===== src/rtl/alu_share_arbiter_pkg.sv =====
// Shared ALU control codes, arbiter state encoding and sizing helpers for alu_share_arbiter.
package alu_share_arbiter_pkg;

  localparam int unsigned ALU_CTRL_W = 3;

  localparam logic [ALU_CTRL_W-1:0] ALU_AND = 3'b000;
  localparam logic [ALU_CTRL_W-1:0] ALU_OR  = 3'b001;
  localparam logic [ALU_CTRL_W-1:0] ALU_ADD = 3'b010;
  localparam logic [ALU_CTRL_W-1:0] ALU_XOR = 3'b100;
  localparam logic [ALU_CTRL_W-1:0] ALU_SUB = 3'b110;

  // 2'b11 is deliberately left unnamed; the FSM treats it as illegal and recovers to ARB_IDLE.
  typedef enum logic [1:0] {
    ARB_IDLE = 2'b00,
    ARB_EXEC = 2'b01,
    ARB_RESP = 2'b10
  } arb_state_e;

  function automatic int unsigned idx_width(input int unsigned n);
    return (n > 1) ? $clog2(n) : 1;
  endfunction

endpackage


===== src/rtl/alu_rr_picker.sv =====
// Combinational requester picker: round-robin from rr_ptr, or fixed lowest-index
// priority when ALU_ARB_FIXED_PRIO_EN is defined.
module alu_rr_picker
  import alu_share_arbiter_pkg::*;
#(
  parameter  int unsigned NUM_REQ = 2,
  localparam int unsigned IDX_W   = idx_width(NUM_REQ)
) (
  input  logic [NUM_REQ-1:0] req_valid,
  input  logic [IDX_W-1:0]   rr_ptr,
  output logic [NUM_REQ-1:0] grant,
  output logic [IDX_W-1:0]   winner,
  output logic               any_valid
);

  int unsigned idx;

  always_comb begin
    grant     = '0;
    winner    = '0;
    any_valid = 1'b0;
    idx       = 0;
`ifdef ALU_ARB_FIXED_PRIO_EN
    for (int unsigned i = 0; i < NUM_REQ; i++) begin
      if (!any_valid && req_valid[i]) begin
        any_valid = 1'b1;
        winner    = IDX_W'(i);
      end
    end
`else
    // Wrap by compare so non-power-of-2 NUM_REQ never aliases onto an unused index.
    for (int unsigned i = 0; i < NUM_REQ; i++) begin
      idx = 32'(rr_ptr) + i;
      if (idx >= NUM_REQ) idx = idx - NUM_REQ;
      if (!any_valid && req_valid[idx]) begin
        any_valid = 1'b1;
        winner    = IDX_W'(idx);
      end
    end
`endif
    if (any_valid) grant[winner] = 1'b1;
  end

endmodule


===== src/rtl/alu_share_arbiter.sv =====
// Shares one combinational ALU among NUM_REQ requesters: IDLE -> EXEC -> RESP.
// Build option: ALU_ARB_FIXED_PRIO_EN selects fixed lowest-index priority instead of round-robin.
module alu_share_arbiter
  import alu_share_arbiter_pkg::*;
#(
  parameter int unsigned NUM_REQ = 2,
  parameter int unsigned XLEN    = 32
) (
  input  logic                         clk,
  input  logic                         rst_n,
  input  logic [NUM_REQ-1:0]           req_valid,
  output logic [NUM_REQ-1:0]           req_ready,
  input  logic [ALU_CTRL_W*NUM_REQ-1:0] req_op,
  input  logic [XLEN*NUM_REQ-1:0]      req_a,
  input  logic [XLEN*NUM_REQ-1:0]      req_b,
  output logic [NUM_REQ-1:0]           rsp_valid,
  input  logic [NUM_REQ-1:0]           rsp_ready,
  output logic [XLEN-1:0]              rsp_data,
  output logic [ALU_CTRL_W-1:0]        alu_control,
  output logic [XLEN-1:0]              alu_a,
  output logic [XLEN-1:0]              alu_b,
  input  logic [XLEN-1:0]              alu_result,
  output logic                         busy
);

  localparam int unsigned IDX_W = idx_width(NUM_REQ);

  arb_state_e            state, state_nxt;
  logic [IDX_W-1:0]      rr_ptr, owner, winner;
  logic [NUM_REQ-1:0]    grant;
  logic                  any_valid;
  logic [ALU_CTRL_W-1:0] op_reg;
  logic [XLEN-1:0]       a_reg, b_reg, result_reg;

  alu_rr_picker #(.NUM_REQ(NUM_REQ)) u_picker (
    .req_valid (req_valid),
    .rr_ptr    (rr_ptr),
    .grant     (grant),
    .winner    (winner),
    .any_valid (any_valid)
  );

  always_comb begin
    state_nxt = state;
    req_ready = '0;
    rsp_valid = '0;
    case (state)
      ARB_IDLE: begin
        if (any_valid) begin
          req_ready = grant;
          state_nxt = ARB_EXEC;
        end
      end
      ARB_EXEC: state_nxt = ARB_RESP;
      ARB_RESP: begin
        rsp_valid[owner] = 1'b1;
        if (rsp_ready[owner]) state_nxt = ARB_IDLE;
      end
      default:  state_nxt = ARB_IDLE;
    endcase
  end

  always_ff @(posedge clk or negedge rst_n) begin
    if (!rst_n) begin
      state      <= ARB_IDLE;
      rr_ptr     <= '0;
      owner      <= '0;
      op_reg     <= '0;
      a_reg      <= '0;
      b_reg      <= '0;
      result_reg <= '0;
    end else begin
      state <= state_nxt;
      if (state == ARB_IDLE && any_valid) begin
        owner  <= winner;
        op_reg <= req_op[ALU_CTRL_W*winner +: ALU_CTRL_W];
        a_reg  <= req_a[XLEN*winner +: XLEN];
        b_reg  <= req_b[XLEN*winner +: XLEN];
`ifdef ALU_ARB_FIXED_PRIO_EN
        rr_ptr <= '0;
`else
        rr_ptr <= (winner == IDX_W'(NUM_REQ - 1)) ? '0 : winner + IDX_W'(1);
`endif
      end
      if (state == ARB_EXEC) result_reg <= alu_result;
    end
  end

  always_comb begin
    alu_control = '0;
    alu_a       = '0;
    alu_b       = '0;
    if (state == ARB_EXEC || state == ARB_RESP) begin
      alu_control = op_reg;
      alu_a       = a_reg;
      alu_b       = b_reg;
    end
  end

  assign rsp_data = result_reg;
  assign busy     = (state != ARB_IDLE);

endmodule


===== config.mk =====
export PLATFORM = sky130hd
export DESIGN_NAME = alu_share_arbiter
export DESIGN_NICKNAME = d
export VERILOG_FILES = /design/src/rtl/alu_share_arbiter_pkg.sv /design/src/rtl/alu_rr_picker.sv /design/src/rtl/alu_share_arbiter.sv
export SDC_FILE = /design/constraint.sdc
export NUM_CORES = 1
export LEC_CHECK = 0
export BUFFER_PORTS_ARGS = -buffer_cell sky130_fd_sc_hd__buf_2
export CAP_MARGIN = 0
export CORE_ASPECT_RATIO = 1.75
export CORE_MARGIN = 2
export CORE_UTILIZATION = 41
export DETAILED_ROUTE_END_ITERATION = 8
export PLACE_DENSITY = 0.76
export SLEW_MARGIN = 10
export SYNTH_ARGS = -nofsm -noshare
export SYNTH_HDL_FRONTEND = slang
export SYNTH_SLANG_ARGS = --single-unit

===== constraint.sdc =====
create_clock -name clk -period 1.62 [get_ports clk]
set_input_delay 0.324 -clock clk [delete_from_list [all_inputs] [get_ports clk]]
set_output_delay 0.324 -clock clk [all_outputs]
set_load 0.01 [all_outputs]

==> results of run 1 <==
-- cells by family after synthesis --
group | Yosys count | share of synthesized area
flops | 103 | 0.5151
compound gates | 139 | 0.1885
simple gates | 142 | 0.1615
mux | 34 | 0.07627
fa+ha+maj | 4 | 0.01000
buf+inv | 46 | 0.04851
-- cell usage in the layout (no fill, tap or decap), types with 3 or more instances in the layout --
master     Yosys  final
buf_2          5    264
nor2_1        35     35
mux2_4         0      3
buf_12         0     11
mux2_1         4      4
buf_4          5     26
ha_4           0      3
mux2_2        29     26
and2_4         0     40
o21ai_0       32     32
and2_1       103     63
buf_6          6     20
a31oi_1       32     31
a221o_1       35     35
clkbuf_16      0     18
dfrtp_1      103    103
a21oi_1       34     34
-- power groups by stage --
stage	registers [mW]	logic (mW)	clock network [mW]
2_1_floorplan	4.58	4.71	0
3_3_place_gp	4.49	7.82	0
3_5_place_dp	4.54	8.03	0
4_1_cts	4.52	8.77	2.17
5_1_grt	4.72	11.0	2.26
6_report	4.57	10.3	2.13
-- critical path, delay by kind of cell, from the launching register on --
family                     cells  cell delay (ps)
adders and majority gates      1              350
buffers and inverters          3              390
and+or+nand+nor                1              150
DFF                            1              370
-- layout make-up --
class	count	area [um^2]	share of cell area
Inverter	4	17.52	0.002288
Timing Repair Buffer	332	2242	0.2929
Tap cell	137	171.4	0.02239
Clock inverter	6	51.30	0.006700
Sequential cell	103	2577	0.3367
Multi-Input combinational cell	319	2357	0.3079
Clock buffer	10	239.0	0.03121
-- per-layer routing --
metal	global-route usage	vias up	wire, um
li1	-	2257	-
met1	0.2675	2358	6206
met2	0.4023	242	9063
met3	0.04496	33	1059
met4	0.09538	0	450
met5	0	-	0
-- repair_timing --
| action | in CTS | in global routing |
|---|---|---|
| pin swaps | 3 | 29 |
| resized for setup | 26 | 63 |
| setup endpoints to repair | 79 | 142 |
| gates cloned | 2 | 11 |
| buffers inserted | 9 | 5 |
-- worst paths after layout --
path                            cells past startpoint               startpoint                      end  slack (ps)
worst min-delay path                                2                    rst_n     b_reg[6]$_DFFE_PN0P_          -3
worst min register to register                      1  rsp_data[8]$_DFFE_PN0N_  rsp_data[8]$_DFFE_PN0N_         490
min in group clk                                    2            alu_result[9]  rsp_data[9]$_DFFE_PN0N_         200
worst max-delay path                                5     state[1]$_DFFE_PN0P_                 alu_b[4]        -310
worst max register to register                      8     state[0]$_DFFE_PN0P_    a_reg[26]$_DFFE_PN0P_         -60
max in group asynchronous                           2                    rst_n    b_reg[30]$_DFFE_PN0P_        1110
==> impl_results.md, run 1 <==
- Outcome: finished, violations left
- Failing checks: negative hold slack, negative setup slack
- Final hold violation count: 11
- Critical Path, Cell by Cell: inv_2 -> ha_4 -> buf_12 -> and2_1 -> buf_2
- Detailed-route via count: 4,890
- Main synth FF type: dfrtp_1
- Total Wirelength: 16,780 um
- Final Non-Filler Cells: 911
- Dominant cell type by area after synthesis: dfrtp_1
- CP Launch Type: flop
- Worst-path clk slew: 80 ps
- WS Path Type: reg2out
- Synthesized net count: 644
- Leak Pwr: 3.832 nW
- Post-synth top cells: 103 x and2_1, 103 x dfrtp_1, 35 x a221o_1, 35 x nor2_1, 34 x a21oi_1
- Worst Skew: 12.31 ps
- First-pass GRT wire length: 23,360 um
- Vias in the first global route: 4,769
- Clock latency on the worst-skew pair: 340 ps
- Crit path max fanout: 17
- Power density over the cells: 2218 nW/um^2
- Clock sink count: 103
- Internal power: 10.62 mW
- Synth Cell Area: 5004 um^2
- Combinational fraction of design power: 0.605
- GP Congestion: 0.8789
- RSZ-0062 raised after global routing: true
- Final core utilization: 0.6414
- Vias per inst: 5.368
- Share of post-route cells with drive strength above 1: 0.5556
- Post-Place Cell Area: 6660 um^2
- HPWL after DPL: 11,050 um
- Switching power total: 6.359 mW
- Grt total ovfl: 0
- Ratio of final minimum period to clock period: 1.189
- Cell variety after synth: 26
- Total CTS buffers: 9
- TritonCTS clock tree: yes
- Initial Util: 0.4192
- Worst-margin pin slew: 591.6 ps
- Achievable Freq: 519.3 MHz
- Final instance area: 7656 um^2
- Post-Syn Area per Cell: 10.69 um^2
- Top-level I/O count: 276
- All-layer global routing usage: 0.2291
- Die area: 13,140 um^2
- Layout Area Growth over Synthesis: 53.01%
- Worst path slowest cell: dfrtp_1
- Worst slew margin: 0.6056
- # diodes: 0
- Die H: 150.1 um
- Sequential cell area fraction in the yosys report: 0.5151
- Flop pwr share: 0.269
- Net Sw Frac: 0.3745
- Post-route minimum period: 1926 ps
- Delay of the slowest critical-path stage: 370 ps
- Gate Count Post-Synth: 468
- DRC: 0
- Setup WS pre-CTS: -26.94 ps
- CP Capture Type: output port
- Overall Power: 16.98 mW
- Pin count of the biggest net entering global routing: 104
- Clock Path Buffers: 2
- Inst Count DP: 870
- FFs w/ async S/R, synth: 1.000
- Critical path arrival: 1600 ps
- Initial antenna violation count: 0
- Data required time of the worst path: 1300 ps
- Fill cell count: 962
- Number of nets with antenna violations after routing: 0
- Post-synth EDFFs: 0
- Htree depth: 3
- Post-CTS Hold Buffers: 0
- Synth top area share: 0.5151
- Slew Viols, Final: 0
- Worst hold slack: -2.985 ps
- Drt initial violations: 209
- Port buffer count: 275
- Die width: 87.51 um
- Final nets: 945
- Drt wl/cell: 18.42 um
- Max-cap check violation count: 0
- Setup TNS Final: -17,750 ps
- Rows: 53
- Hold crit path type: in2async
- Core box area: 11,940 um^2
- Warnings from Yosys: 0
- Main area contributors after synthesis: dfrtp_1 52%, and2_1 13%, a221o_1 7.0%, mux2_2 6.5%, a31oi_1 4.0%
- Max VDD drop: 1.183 mV
- Root Driver: clkbuf_16
- Final setup fails: 82
- Clock power share: 0.125
- DRT Pass-1 Iters: 4
- Yosys reg bits: 103
- Final setup margin: -305.9 ps
Note: power is estimated with default switching activity, not from simulation.
==> run 2: changes to the inputs <==
--- a/config.mk
+++ b/config.mk
@@ -5,11 +5,12 @@
 export SDC_FILE = /design/constraint.sdc
 export NUM_CORES = 1
 export LEC_CHECK = 0
-export BUFFER_PORTS_ARGS = -buffer_cell sky130_fd_sc_hd__buf_2
+export ABC_AREA = 1
+export BUFFER_PORTS_ARGS = -buffer_cell sky130_fd_sc_hd__clkbuf_2
 export CAP_MARGIN = 0
 export CORE_ASPECT_RATIO = 1.75
 export CORE_MARGIN = 2
-export CORE_UTILIZATION = 41
+export CORE_UTILIZATION = 42
 export DETAILED_ROUTE_END_ITERATION = 8
 export PLACE_DENSITY = 0.76
 export SLEW_MARGIN = 10
==> impl_results.md, run 2 <==
- HPWL after DPL: 12,040 um (was 11,050 um)
- Die width: 89.37 um (was 87.51 um)
- Combinational fraction of design power: 0.539 (was 0.605)
- Worst Skew: 9.041 ps (was 12.31 ps)
- Warnings from Yosys: 0 (unchanged)
- Synthesized net count: 863 (was 644)
- Layout Area Growth over Synthesis: 39.08% (was 53.01%)
- Count leader, synth: nand2_1
- Setup WS pre-CTS: 22.90 ps (was -26.94 ps)
- Clock latency on the worst-skew pair: 350 ps (was 340 ps)
- M2 GR Usage: 0.4275 (was 0.4023)
- Detailed-route via count: 5,546 (was 4,890)
- Clock power share: 0.153 (was 0.125)
- Worst path slowest cell: dfrtp_1 (unchanged)
- WS Path Type: reg2out (unchanged)
- Rows: 54 (was 53)
- Initial Util: 0.4309 (was 0.4192)
- Vias per inst: 4.925 (was 5.368)
- Top-level I/O count: 276 (unchanged)
- CP top delay family: buffers and inverters (unchanged)
- Core box area: 12,430 um^2 (was 11,940 um^2)
- Worst hold slack: -32.53 ps (was -2.985 ps)
- Main area contributors after synthesis: dfrtp_1 48%, nand2_1 19%, nand3_1 9.8%, mux2_2 6.3%, inv_1 5.3% (was dfrtp_1 52%, and2_1 13%, a221o_1 7.0%, mux2_2 6.5%, a31oi_1 4.0%)
- Worst-path clk slew: 80 ps (about the same)
- Achievable Freq: 535.5 MHz (was 519.3 MHz)
- Post-Syn Area per Cell: 7.797 um^2 (was 10.69 um^2)
- Post-route minimum period: 1868 ps (was 1926 ps)
- Total CTS buffers: 9 (unchanged)
- Final setup margin: -247.6 ps (was -305.9 ps)
- Dominant cell type by area after synthesis: dfrtp_1 (unchanged)
- Buf/Inv on CP: 4 (was 3)
- Synth Cell Area: 5356 um^2 (was 5004 um^2)
- Pin count of the biggest net entering global routing: 104 (unchanged)
- Setup TNS Final: -14,110 ps (was -17,750 ps)
- Delay of the slowest critical-path stage: 360 ps (was 370 ps)
- Hold crit path type: in2async (unchanged)
- Synth top area share: 0.4812 (was 0.5151)
- Share of post-route cells with drive strength above 1: 0.3862 (was 0.5556)
- Root Driver: clkbuf_16 (unchanged)
- Clock Path Buffers: 2 (unchanged)
- CP Launch Type: flop (unchanged)
- Net Sw Frac: 0.4245 (was 0.3745)
- Critical Path, Cell by Cell: inv_2 -> ha_4 -> buf_12 -> nand2_1 -> inv_1 -> clkbuf_2 (was inv_2 -> ha_4 -> buf_12 -> and2_1 -> buf_2)
- Overall Power: 14.98 mW (was 16.98 mW)
- Vias in the first global route: 5,541 (was 4,769)
- Flop pwr share: 0.308 (was 0.269)
- Outcome: finished, violations left (unchanged)
- Slew Viols, Final: 0 (unchanged)
- Crit path max fanout: 17 (unchanged)
- Met3 Track Usage GR: 0.05508 (was 0.04496)
- Data required time of the worst path: 1300 ps (about the same)
- Leading cell types in the layout, fill and taps excluded: 272 x nand2_1, 224 x clkbuf_2, 104 x nand3_1 (was 264 x buf_2, 103 x dfrtp_1, 63 x and2_1)
- Drt wl/cell: 14.73 um (was 18.42 um)
- Number of nets with antenna violations after routing: 0 (unchanged)
- Failing checks: negative hold slack, negative setup slack (unchanged)
- Final hold violation count: 9 (was 11)
- Die H: 153.4 um (was 150.1 um)
- Gate Count Post-Synth: 687 (was 468)
- Post-synth top cells: 274 x nand2_1, 105 x nand3_1, 103 x dfrtp_1, 76 x inv_1, 35 x nand4_1 (was 103 x and2_1, 103 x dfrtp_1, 35 x a221o_1, 35 x nor2_1, 34 x a21oi_1)
- Total Wirelength: 16,590 um (was 16,780 um)
- Leak Pwr: 4.556 nW (was 3.832 nW)
- Critical path arrival: 1540 ps (was 1600 ps)
- CP Capture Type: output port (unchanged)
- All-layer global routing usage: 0.2430 (was 0.2291)
- Grt total ovfl: 0 (unchanged)
- Final instance area: 7450 um^2 (was 7656 um^2)
- Initial antenna violation count: 0 (unchanged)
- Cell variety after synth: 18 (was 26)
- Yosys reg bits: 103 (unchanged)
- Switching power total: 6.361 mW (was 6.359 mW)
- Sequential cell area fraction in the yosys report: 0.4812 (was 0.5151)
- First-pass GRT wire length: 25,860 um (was 23,360 um)
- Port buffer count: 275 (unchanged)
- DRC: 0 (unchanged)
- FFs w/ async S/R, synth: 1.000 (unchanged)
- Power density over the cells: 2011 nW/um^2 (was 2218 nW/um^2)
- Post-synth EDFFs: 0 (unchanged)
- TritonCTS clock tree: yes (unchanged)
- Final setup fails: 70 (was 82)
- Main synth FF type: dfrtp_1 (unchanged)
- Final nets: 1,129 (was 945)
- Internal power: 8.623 mW (was 10.62 mW)
- Worst slew margin: 0.5865 (was 0.6056)
- Max VDD drop: 0.7457 mV (was 1.183 mV)
- DRT Pass-1 Iters: 5 (was 4)
- Worst-margin pin slew: 620.2 ps (was 591.6 ps)
- Busiest grt layer: met2 (unchanged)
- Post-Place Cell Area: 6934 um^2 (was 6660 um^2)
- Max-cap check violation count: 0 (unchanged)
- GP Congestion: 0.8482 (was 0.8789)
- RSZ-0062 raised after global routing: true (unchanged)
- Die area: 13,710 um^2 (was 13,140 um^2)
- Drt initial violations: 298 (was 209)
- Leading cell type in the layout, fill and taps excluded: nand2_1 (was buf_2)
- Ratio of final minimum period to clock period: 1.153 (was 1.189)
- Clock sink count: 103 (unchanged)
- # diodes: 0 (unchanged)
- Htree depth: 3 (unchanged)
- Global Route met1 Usage: 0.2669 (was 0.2675)
run 2: layer usage:
metal | wire (um) | share of wire
met1 | 6027 | 0.36
met2 | 8896 | 0.54
met3 | 1078 | 0.065
met4 | 589 | 0.036
met5 | 0 | 0
run 2: area by class of cell:
class	count	area, um^2
Clock buffer	9	225.2
Fill cell	1225	4982
Sequential cell	103	2577
Timing Repair Buffer	306	1788
Clock inverter	7	88.84
Inverter	77	291.5
Multi-Input combinational cell	456	2268
Tap cell	168	210.2
run 2: path summary, 6_finish.rpt:
kind / start / to / slack (ps) / cells past startpoint
max reg2reg: state[0]$_DFFE_PN0P_ / a_reg[15]$_DFFE_PN0P_ / 140 / 9
min: rst_n / b_reg[15]$_DFFE_PN0P_ / -30 / 2
min in group clk: alu_result[5] / rsp_data[5]$_DFFE_PN0N_ / 180 / 2
max: state[1]$_DFFE_PN0P_ / alu_b[2] / -250 / 6
max in group asynchronous: rst_n / rr_ptr$_DFFE_PN0P_ / 1130 / 2
min reg2reg: b_reg[31]$_DFFE_PN0P_ / b_reg[31]$_DFFE_PN0P_ / 480 / 2
run 2: power by group through the flow:
stage          sequential [mW]  combinational (mW)  clock, mW
6_report                  4.61                8.08       2.30
5_1_grt                   4.78                8.99       2.44
4_1_cts                   4.61                8.17       2.33
3_5_place_dp              4.64                7.49          0
3_3_place_gp              4.61                7.34          0
2_1_floorplan             4.64                4.44          0
run 2: timing repair:
item / CTS / global route
endpoints found under the setup margin: 69 / 72
pin swaps: 2 / 2
hold buffers: 0 / 0
setup buffers: 5 / 3
resized for setup: 12 / 72
gates cloned: 2 / 0
run 2: kinds of logic (layout without fill, tap and decap cells):
family,Yosys count,count (layout),share of synthesized area
buffers and inverters,128,399,0.1032
DFF,103,103,0.4812
muxes,32,32,0.06727
adders and majority gates,4,4,0.009344
and+or+nand+nor,418,418,0.3371
AOI/OAI and AO/OA,2,2,0.001869
run 2: worst register-to-register path, stage by stage (launching register included):
cell and delay, ps:
dfrtp_1 390, inv_2 80, ha_4 160, inv_4 40, nor2_4 110, buf_4 150, inv_2 60, buf_4 210
nand2_1 100, nand3_1 80
run 2: per-stage QoR:
| stage | hold WS, ps | cells | util |
|---|---|---|---|
| 5_1_grt | 70.28 | 1126 | 0.5992 |
| 4_1_cts | 63.51 | 1125 | 0.5939 |
| 6_report | -32.53 | 1126 | 0.5992 |
| 3_3_place_gp | 435.0 | 1102 | 0.5578 |
| 3_5_place_dp | 439.4 | 1102 | 0.5578 |
| 2_1_floorplan | 28.41 | 687 | - |
